===== config.mk =====
export PLATFORM = sky130hd
export DESIGN_NAME = icache_direct_mapped
export DESIGN_NICKNAME = d
export VERILOG_FILES = /design/src/rtl/icache_direct_mapped.sv
export SDC_FILE = /design/constraint.sdc
export NUM_CORES = 1
export LEC_CHECK = 0
export ABC_AREA = 1
export CAP_MARGIN = 20
export CELL_PAD_IN_SITES_DETAIL_PLACEMENT = 1
export CELL_PAD_IN_SITES_GLOBAL_PLACEMENT = 1
export CORE_UTILIZATION = 45
export DETAILED_ROUTE_END_ITERATION = 10
export PLACE_DENSITY_LB_ADDON = 0.1
export SLEW_MARGIN = 40
export SYNTH_ARGS = -nofsm -noshare
export SYNTH_HDL_FRONTEND = slang
export SYNTH_SLANG_ARGS = --single-unit

===== constraint.sdc =====
create_clock -name CLK -period 8.85 [get_ports CLK]
set_clock_uncertainty 0.1 [all_clocks]
set_input_delay 2.655 -clock CLK [delete_from_list [all_inputs] [get_ports CLK]]
set_output_delay 2.655 -clock CLK [all_outputs]
set_load 0.05 [all_outputs]

===== src/rtl/icache_direct_mapped.sv =====
// ---------------------------------------------------------------------------------------------
// icache_direct_mapped
//
// Direct-mapped instruction cache between the CPU fetch stage and the instruction memory.
// The memory serves 16-byte blocks over a 28-bit block address. A hit returns the 32-bit
// instruction in the same cycle. A miss stalls the CPU, fetches the whole block and fills the
// line. The hit is then seen again from IDLE once the fill is done.
//
// Address split: offset = ADDRESS[3:2], index = ADDRESS[4 +: INDEX_BITS],
//                tag = ADDRESS[31 : 4+INDEX_BITS]
//
// Ports
//   CLK           in   1    system clock, rising edge
//   RESET_N       in   1    asynchronous active-low reset
//   READ          in   1    CPU fetch request (level)
//   ADDRESS       in   32   CPU byte address; bits [1:0] ignored
//   READDATA      out  32   instruction word (combinational, valid on hit)
//   BUSYWAIT      out  1    stall to the CPU (combinational)
//   MEM_READ      out  1    block read request to instruction memory (registered)
//   MEM_ADDRESS   out  28   block address to instruction memory (registered)
//   MEM_READDATA  in   128  block data, byte n at bits [8n+7:8n]
//   MEM_BUSYWAIT  in   1    instruction memory busy
//
// Optional feature (macro ICACHE_PERF_EN):
//   HIT_COUNT     out  32   saturating count of hits taken in IDLE
//   MISS_COUNT    out  32   saturating count of IDLE->FETCH transitions
// ---------------------------------------------------------------------------------------------
module icache_direct_mapped #(
  parameter int unsigned NUM_LINES  = 8,
  parameter int unsigned INDEX_BITS = 3,
  parameter int unsigned TAG_BITS   = 25
) (
  input  logic          CLK,
  input  logic          RESET_N,
  input  logic          READ,
  input  logic [31:0]   ADDRESS,
  output logic [31:0]   READDATA,
  output logic          BUSYWAIT,
  output logic          MEM_READ,
  output logic [27:0]   MEM_ADDRESS,
  input  logic [127:0]  MEM_READDATA,
  input  logic          MEM_BUSYWAIT
`ifdef ICACHE_PERF_EN
  ,
  output logic [31:0]   HIT_COUNT,
  output logic [31:0]   MISS_COUNT
`endif
);

  typedef enum logic [1:0] {
    StIdle   = 2'd0,
    StFetch  = 2'd1,
    StUpdate = 2'd2
  } state_e;

  // ---------------------------------------------------------------------------
  // Storage
  // ---------------------------------------------------------------------------
  state_e                r_state;
  logic [NUM_LINES-1:0]  r_valid;
  logic [TAG_BITS-1:0]   r_tags [NUM_LINES];
  logic [127:0]          r_data [NUM_LINES];
  logic [127:0]          r_fill;
  logic                  r_seen_busy;
  logic                  r_mem_read;
  // Doubles as the latched miss address {tag, index} for the whole fill.
  logic [27:0]           r_mem_address;

  // ---------------------------------------------------------------------------
  // Address decode and hit detection
  // ---------------------------------------------------------------------------
  logic [1:0]            w_offset;
  logic [INDEX_BITS-1:0] w_index;
  logic [TAG_BITS-1:0]   w_tag;
  logic [127:0]          w_line;
  logic                  w_hit;
  logic [INDEX_BITS-1:0] w_upd_index;
  logic [TAG_BITS-1:0]   w_upd_tag;
  logic                  w_unused_addr;

  assign w_offset      = ADDRESS[3:2];
  assign w_index       = ADDRESS[4 +: INDEX_BITS];
  assign w_tag         = ADDRESS[31 -: TAG_BITS];
  assign w_unused_addr = ^ADDRESS[1:0];

  assign w_line = r_data[w_index];
  assign w_hit  = READ & r_valid[w_index] & (r_tags[w_index] == w_tag);

  assign w_upd_index = r_mem_address[INDEX_BITS-1:0];
  assign w_upd_tag   = r_mem_address[27 -: TAG_BITS];

  always_comb begin
    READDATA = w_line[{w_offset, 5'b00000} +: 32];
  end

  // Any non-IDLE state stalls a pending fetch, even if the current address would hit.
  assign BUSYWAIT    = READ & ((r_state != StIdle) | ~w_hit);
  assign MEM_READ    = r_mem_read;
  assign MEM_ADDRESS = r_mem_address;

  // ---------------------------------------------------------------------------
  // Control FSM with registered memory-side outputs
  // ---------------------------------------------------------------------------
  always_ff @(posedge CLK or negedge RESET_N) begin
    if (!RESET_N) begin
      r_state       <= StIdle;
      r_valid       <= '0;
      r_seen_busy   <= 1'b0;
      r_fill        <= '0;
      r_mem_read    <= 1'b0;
      r_mem_address <= '0;
    end else begin
      unique case (r_state)
        StIdle: begin
          if (READ && !w_hit) begin
            r_mem_address <= {w_tag, w_index};
            r_seen_busy   <= 1'b0;
            r_mem_read    <= 1'b1;
            r_state       <= StFetch;
          end
        end
        StFetch: begin
          // Data is only trusted after memory has acknowledged with at least one busy cycle.
          if (MEM_BUSYWAIT) begin
            r_seen_busy <= 1'b1;
          end else if (r_seen_busy) begin
            r_fill     <= MEM_READDATA;
            r_mem_read <= 1'b0;
            r_state    <= StUpdate;
          end
        end
        StUpdate: begin
          r_valid[w_upd_index] <= 1'b1;
          r_state              <= StIdle;
        end
        default: begin
          r_state    <= StIdle;
          r_mem_read <= 1'b0;
        end
      endcase
    end
  end

  // Tag and data arrays carry no reset; the valid bits guard them.
  always_ff @(posedge CLK) begin
    if (r_state == StUpdate) begin
      r_tags[w_upd_index] <= w_upd_tag;
      r_data[w_upd_index] <= r_fill;
    end
  end

`ifdef ICACHE_PERF_EN
  // ---------------------------------------------------------------------------
  // Saturating performance counters
  // ---------------------------------------------------------------------------
  logic [31:0] r_hit_count;
  logic [31:0] r_miss_count;

  always_ff @(posedge CLK or negedge RESET_N) begin
    if (!RESET_N) begin
      r_hit_count  <= '0;
      r_miss_count <= '0;
    end else if (r_state == StIdle) begin
      if (w_hit && (r_hit_count != 32'hFFFF_FFFF)) begin
        r_hit_count <= r_hit_count + 32'd1;
      end
      if (READ && !w_hit && (r_miss_count != 32'hFFFF_FFFF)) begin
        r_miss_count <= r_miss_count + 32'd1;
      end
    end
  end

  assign HIT_COUNT  = r_hit_count;
  assign MISS_COUNT = r_miss_count;
`endif

endmodule


# == Yosys cells after proc, flatten, opt, wreduce, memory -nomap -nowiden ==
# Memories as Yosys holds them, arrays and structs flattened.
# Index checks and enable logic that the tools add are counted.
# totals
ff_bits,168
mem_bits_rw,1224
wordCells,55
mem_count,2
# op_classes
order_cmp,3
n_eq_ne,7
shifts,1
mux,17
bitwise,8
n_reduce_logical,11
# mem_list
memory,words,width,rd,rd_clocked_by_memory_dff,wr,line,source
r_data,8,128,1,0,1,62,logic [127:0] r_data [NUM_LINES];
r_tags,8,25,1,0,1,61,logic [TAG_BITS-1:0] r_tags [NUM_LINES];
# op_table
cell,n
$shiftx 128x8->32,1
$eq 25x25->1,1
$mux 1,9
$reduce_and 3->1,3
$lt 3x4->1 const B,2
$ne 2x2->1 const B,4
$or 8x8->8,1
$mux 2,3
$pmux 2 s2,1
$reduce_and 4->1,1
$reduce_bool 2->1,2
$and 1x1->1,3
$bmux 1 s3,1
$demux 1 s3,1
$ge 3x1->1 const B,1
$not 1->1,3
$pmux 1 s3,1
$eq 2x1->1 const B,1
$eq 2x2->1 const B,1
$logic_and 1x1->1,2
$logic_not 2->1,1
$pmux 1 s2,1
$reduce_and 2->1,1
$logic_not 1->1,1
$or 1x1->1,1

# == Depth between registers and ports, before layout ==
# Gate-level depths: netlist of run 1.
# depth
depth_word,8
depth_mapped,21
mapped_depth_nobuf,17

# == Least setup slack after synthesis of run 1 ==
# OpenSTA, ideal clock, no wires.
# synth_path
path_type,register -> register
startpoint,"register r_mem_address[1], in the netlist MEM_ADDRESS[1]"
endpoint,register r_valid[2]
setup_ns,0.106
arrival_ns,7.886
required_ns,8.644
path_slack_ns,0.758
stages_incl_launch_ff,4
synth_period_minus_slack_ns,8.092
path_cell_list,dfrtp_1 nand2_1 nor2_1 or2_2
# synth_via
elab_chain_len,5
elab_cells_between_ends,6
cone_classes,order compare: 2; mux: 2; bitwise: 1; reduce/logical: 1
# synth_lines
element,line,source
"start, declared",67,logic [27:0] r_mem_address;
"start signal, assigned",116,"r_mem_address <= {w_tag, w_index};"
$lt 3x4->1 (not written as such) / $ge 3x1->1 (equally long branches),133,r_valid[w_upd_index] <= 1'b1;
$logic_and 1x1->1 (not written as such),133,
$mux 1 (not written as such),133,
$demux 1 s3 *,133,
$or 8x8->8 (no line) *,--,
"end signal, assigned",107,r_valid <= '0;
"end signal, assigned by index",133,
"end, declared",60,logic [NUM_LINES-1:0] r_valid;
# Every way passes the cells marked *; elsewhere a longest branch is shown, timed or not.
# A chain may end at the register's enable or synchronous reset.

# == Worst setup path in the final report of run 1 ==
# layout_path
startpoint,input ADDRESS[4]
endpoint,output READDATA[31]
# layout_via
elab_chain_len,2
# layout_lines
element,line,source
"start, declared",36,"input logic [31:0] ADDRESS,"
$mem_v2 8x128,--,
$shiftx 128x8->32,93,"READDATA = w_line[{w_offset, 5'b00000} +: 32];"
"end, declared",37,"output logic [31:0] READDATA,"
# Every way passes these cells.

==> results of run 1 <==
metrics by stage:
step / cell area (sq um) / power [uW] / worst slack, ns
4_1_cts: 64270 / 17770 / 0.8533
3_3_place_gp: 59110 / 11420 / 0.9653
3_5_place_dp: 59350 / 11540 / 0.8631
2_1_floorplan: 54630 / 10350 / 0.7577
5_1_grt: 64270 / 18290 / 0.7371
6_report: 64270 / 17660 / 0.8830
area by class of cell:
cell class                      count  share of cell area [%]
Clock buffer                      221                   6.864
Tap cell                         1612                   3.138
Timing Repair Buffer              342                   6.085
Multi-Input combinational cell   2517                   18.55
Clock inverter                     52                  0.7903
Inverter                          137                  0.8429
Sequential cell                  1392                   63.73
metal layers:
metal | vias up | share of wire [%] | GRT usage [%]
met5 | - | 0.0080 | 0
met4 | 2 | 1.8 | 6.684
met3 | 194 | 5.0 | 3.329
met2 | 954 | 48 | 43.57
met1 | 18800 | 45 | 37.96
li1 | 16120 | - | -
report_power, final:
part	internal, uW	switching [uW]	total (uW)	leakage (uW)
clock	3730	2520	6250	0.00242
sequential	8460	871	9330	0.0132
combinational	638	1440	2080	0.00722
total	12800	4830	17700	0.0229
kinds of logic (layout without fill, tap and decap cells):
| group | count (synthesis) | count (layout) | synth area share, % |
|---|---|---|---|
| compound gates | 913 | 913 | 10.11 |
| simple gates | 1604 | 1604 | 11.59 |
| buf+inv | 432 | 752 | 3.325 |
| flops | 1392 | 1392 | 74.97 |
path summary, 6_finish.rpt:
| path | start | endpoint | slack (ns) | depth (start not counted) |
|---|---|---|---|---|
| worst max register to register | r_state[0]$_DFFE_PN0P_ | r_data[3][15]$_DFFE_PP_ | 5.73 | 5 |
| worst min-delay path | r_valid[6]$_DFFE_PN0P_ | r_valid[6]$_DFFE_PN0P_ | 0.36 | 2 |
| max in group asynchronous | RESET_N | r_fill[21]$_DFFE_PN0P_ | 5.66 | 2 |
| worst min register to register | r_valid[6]$_DFFE_PN0P_ | r_valid[6]$_DFFE_PN0P_ | 0.36 | 2 |
| worst max-delay path | ADDRESS[4] | READDATA[31] | 0.88 | 9 |
| min in group asynchronous | RESET_N | r_fill[44]$_DFFE_PN0P_ | 1.78 | 1 |
cells in the mapped netlist (all sizes together):
cell    instances
o221ai        196
dfrtp         168
a21oi           3
buf            75
o211ai          3
clkbuf        220
o21ai         594
a31oi          32
nor2          677
o22ai          60
a32oi          25
clkinv          1
inv           136
edfxtp       1224
nand3b         12
nand2         702
or2             1
nand3         212
registers in the layout, summed over array words and instances, names as in the netlist:
signal	cells
r_seen_busy	1
r_valid	8
MEM_READ	1
r_state	2
MEM_ADDRESS	28
r_data	1024
r_fill	128
r_tags	200
worst max-delay path: cells and delay by family:
kind | cells | cell delay (ns)
and+or+nand+nor | 1 | 0.21
buffers and inverters | 5 | 1.39
AOI/OAI and AO/OA | 3 | 0.86
==> flow_summary_export.csv, run 1 <==
group,metric,value,unit
run_status,status,"completed",
routing,drt_iter0_drc,3130,
placed_design,gp_congestion,0.7407,
power_and_ir_drop,vdd_drop_max,0.1929,mV
cts,holdBufCountCts,0,
synth,ys_warn_count,0,
worst_setup_path,slowest_delay,0.50,ns
timing,worst_pin_slew,0.8802,ns
layout,layout_commonest_cell,"edfxtp_1",
synth,synth.distinct_cells,23,
timing,maxSlewViolCount,0,
cts,clockRootBuffer,"clkbuf_16",
timing,holdWs,0.3607,ns
grt,grt_pass1_wl,241800,microns
placed_design,numPortBuffers,223,
cts,clock_latency,0.75,ns
routing,via_count,36070,
layout,fin_util,53.50,%
placed_design,hpwl,88870,microns
routing,via_per_inst,5.750,
cts,h-tree-depth,4,
layout,num-nets-final,4701,
die,coreArea,120100,sq um
timing,tns,0,ns
cts,clk_path_buf_depth,3,
power_and_ir_drop,p_per_area,274.8,nW/um^2
synth,synth.net_count,4505,
routing,wl_per_cell,25.91,microns
layout,n_fill_cell,11990,
grt,grt-ovfl-total,0,
layout,areaGrowthSynthToFinish,17.65,%
die,dieArea,122800,sq um
worst_setup_path,cp_cell_sequence,"buf_8, inv_8, buf_12, buf_12, o21ai_0, o221ai_1, nand3_1, a32oi_1, buf_12",
routing,wirelength,162500,microns
layout,drive_gt1_share,8.346,%
routing,drc_errors,0,
synth,synth_largest_area_cell,"edfxtp_1",
grt,grt_pass1_vias,37320,
timing,clock.fmax,125.5,MHz
cts,cts-buffers-inserted,147,
layout,multiInputGateArea,11930,sq um
power_and_ir_drop,p_leak,0.02287,uW
job,maxCapViolations,0,
worst_setup_path,worstPathArrival,5.21,ns
routing,ant_nets,0,
worst_setup_path,crit_required,6.10,ns
synth,yosysSeqAreaShare,74.97,%
layout,final_cell_mix,"edfxtp_1 (1224), nand2_1 (701), nor2_1 (668)",
worst_setup_path,critPathKind,"in2out",
die,die_h,350.4,microns
placed_design,placedCellCount,6000,
die,num_rows,127,
timing,hold_viol,0,
synth,synthCells,4341,
die,start_util,45.48,%
cts,cts-resized-gates,0,
worst_setup_path,critical_path_peak_fanout,102,
worst_setup_path,cp_common_cell,"buf_12",
synth,synth_area_leaders,"edfxtp_1 (67%), dfrtp_1 (7.7%), o21ai_0 (5.3%), nand2_1 (4.8%), nor2_1 (4.7%)",
die,die_w,350.4,microns
hold_path,min_path_type,"reg2reg",
layout,antennaDiodeCount,0,
timing,period_minus_slack,7.967,ns
layout,instances_no_fill,6273,
synth,synth.avg_cell_area,12.58,sq um
timing,slew_headroom,41.32,%
grt,antenna_found_initial,1,
cts,clkTransAtPathRegs,0.06,ns
worst_setup_path,cp_slowest_cell,"inv_8",
timing,setup_viol,0,
routing,firstDrtPassIters,8,
timing,rsz0062_at_grt,"no",
timing,fin_crit_sh,90.02,%
cts,cts_tree,"yes",
cts,numClockSinks,1392,
synth,syn_area,54630,sq um
grt,grt_max_degree,130,
worst_setup_path,worst_setup_path_end_kind,"output port",
grt,grt_usage,26.65,%
cts,post_cts_buffers,0,
layout,regArea,40960,sq um
synth,yosys.area.top_type_share,67.28,%
die,io_pins,226,
synth,ys_ff_latch,1392,
worst_setup_path,startpoint_type,"primary input",
No activity file was read; power rests on OpenSTA's default activity.
==> inputs of run 2 (changes only) <==
CORE_UTILIZATION = 40   (was 45)
==> run 2 against run 1 <==
Fmax fell by 0.77%. Core utilization fell by 5.8 points. Die area rose by 12%. Sequential power barely moved. Final area rose by 0.59%. Clock power barely moved. Largest cell class unchanged. Highest routed layer is now met4. Critical endpoint is now READDATA[15].
==> flow_summary_export.csv, run 2 (synthesized netlist as in run 1, its figures left out) <==
group,metric,value,unit
routing,ant_nets,0,
cts,numClockSinks,1392,
layout,largest_reg_flops,1024,
placed_design,place_area,59650,sq um
layout,num-nets-final,4710,
grt,antenna_found_initial,3,
worst_setup_path,crit_required,6.10,ns
placed_design,placedCellCount,6170,
timing,clock.fmax,124.5,MHz
cts,cts-buffers-inserted,152,
routing,wirelength,164700,microns
power_and_ir_drop,clkPwrFrac,35.4,%
timing,worst_pin_slew,0.8652,ns
grt,grt_max_degree,129,
layout,fin_util,47.73,%
routing,firstDrtPassIters,7,
grt,grt-ovfl-total,0,
worst_setup_path,worst_setup_path_end_kind,"output port",
power_and_ir_drop,p_int,12820,uW
layout,largestRegisters,"r_data x1024, r_tags x200, r_fill x128",
hold_path,min_path_type,"reg2reg",
placed_design,gp_congestion,0.7551,
placed_design,hpwl,90600,microns
cts,clk_path_buf_depth,3,
timing,period_minus_slack,8.029,ns
layout,antennaDiodeCount,0,
cts,cts-resized-gates,0,
timing,slew_headroom,42.32,%
power_and_ir_drop,p_comb_share,11.8,%
die,start_util,40.33,%
timing,rsz0062_at_grt,"no",
placed_design,numPortBuffers,223,
cts,clock_latency,0.78,ns
routing,drt_iter0_drc,2728,
cts,h-tree-depth,4,
layout,top_register,"r_data",
die,die_h,371.6,microns
worst_setup_path,r2r_cells,6,
layout,areaGrowthSynthToFinish,18.35,%
worst_setup_path,critPathKind,"in2out",
die,dieArea,138100,sq um
power_and_ir_drop,p_per_area,273.7,nW/um^2
routing,drc_errors,0,
die,coreArea,135500,sq um
power_and_ir_drop,p_sw_share,27.56,%
routing,via_per_inst,5.511,
die,num_rows,135,
power_and_ir_drop,vdd_drop_max,0.1682,mV
worst_setup_path,worstPathArrival,5.27,ns
timing,setup_viol,0,
layout,layout_commonest_cell,"edfxtp_1",
layout,drive_gt1_share,8.515,%
layout,instances_no_fill,6455,
layout,finalInstanceArea,64660,sq um
power_and_ir_drop,p_leak,0.02294,uW
layout,final_cell_mix,"edfxtp_1 (1224), nand2_1 (701), nor2_1 (668)",
routing,wl_per_cell,25.51,microns
worst_setup_path,critical_path_peak_fanout,93,
grt,grt_usage,23.98,%
cts,post_cts_buffers,0,
grt,grt_pass1_wl,242500,microns
grt,grt_pass1_vias,36780,
cts,clkTransAtPathRegs,0.06,ns
timing,tns,0,ns
worst_setup_path,startpoint_type,"primary input",
timing,holdWs,0.3534,ns
power_and_ir_drop,p_switching,4877,uW
timing,maxSlewViolCount,0,
worst_setup_path,ff2ff_setup_slack,5.34,ns
run_status,status,"completed",
timing,hold_viol,0,
routing,via_count,35570,
hold_path,hold_path_depth,2,
timing,fin_crit_sh,90.73,%
cts,holdBufCountCts,0,
cts,cts_tree,"yes",
power_and_ir_drop,seq_power_share,52.8,%
die,io_pins,226,
cts,clockRootBuffer,"clkbuf_16",
die,die_w,371.6,microns
job,maxCapViolations,0,
run 2: per-layer routing:
layer / wire (microns) / GRT usage [%] / vias to the layer above
li1: - / - / 16120
met1: 76540 / 34.47 / 18330
met2: 76390 / 37.81 / 907
met3: 7743 / 3.355 / 211
met4: 3983 / 7.180 / 0
met5: 0 / 0 / -
run 2: path summary, 6_finish.rpt:
path / start / to
hold reg to reg: r_valid[4]$_DFFE_PN0P_ / r_valid[4]$_DFFE_PN0P_
max in group asynchronous: RESET_N / r_fill[21]$_DFFE_PN0P_
setup / recovery: ADDRESS[4] / READDATA[15]
min in group asynchronous: RESET_N / r_fill[6]$_DFFE_PN0P_
setup reg to reg: r_state[1]$_DFFE_PN0P_ / r_data[3][27]$_DFFE_PP_
hold / removal: r_valid[4]$_DFFE_PN0P_ / r_valid[4]$_DFFE_PN0P_
run 2: worst max-delay path, cell delays in order:
cell,delay [ns]
buf_8,0.17
inv_8,0.57
buf_4,0.45
o21ai_0,0.12
o22ai_1,0.14
o21ai_0,0.10
o21ai_1,0.26
nor2_1,0.07
a31oi_1,0.41
buf_12,0.20
run 2: stage by stage:
step | total power (uW) | worst slack, ns
6_report | 17700 | 0.8208
5_1_grt | 18360 | 0.5758
4_1_cts | 17850 | 0.8078
3_5_place_dp | 11570 | 0.8304
3_3_place_gp | 11480 | 0.8215
2_1_floorplan | 10350 | 0.7577
run 2: final cells by class:
type	instances	area, sq um
fillers	13700	70810
well taps	1781	2228
inverters	137	541.8
flip-flops and latches	1392	40960
repair buffers	346	4066
clock buffers	219	4269
clock inverters	63	656.9
multi-input cells	2517	11930
run 2: power by group through the flow:
| stage | Clock [uW] | Sequential, uW | Combinational [uW] |
|---|---|---|---|
| 6_report | 6270 | 9340 | 2090 |
| 5_1_grt | 6620 | 9450 | 2290 |
| 4_1_cts | 6400 | 9330 | 2120 |
| 3_5_place_dp | 0 | 9460 | 2100 |
| 3_3_place_gp | 0 | 9420 | 2060 |
| 2_1_floorplan | 0 | 9360 | 986 |
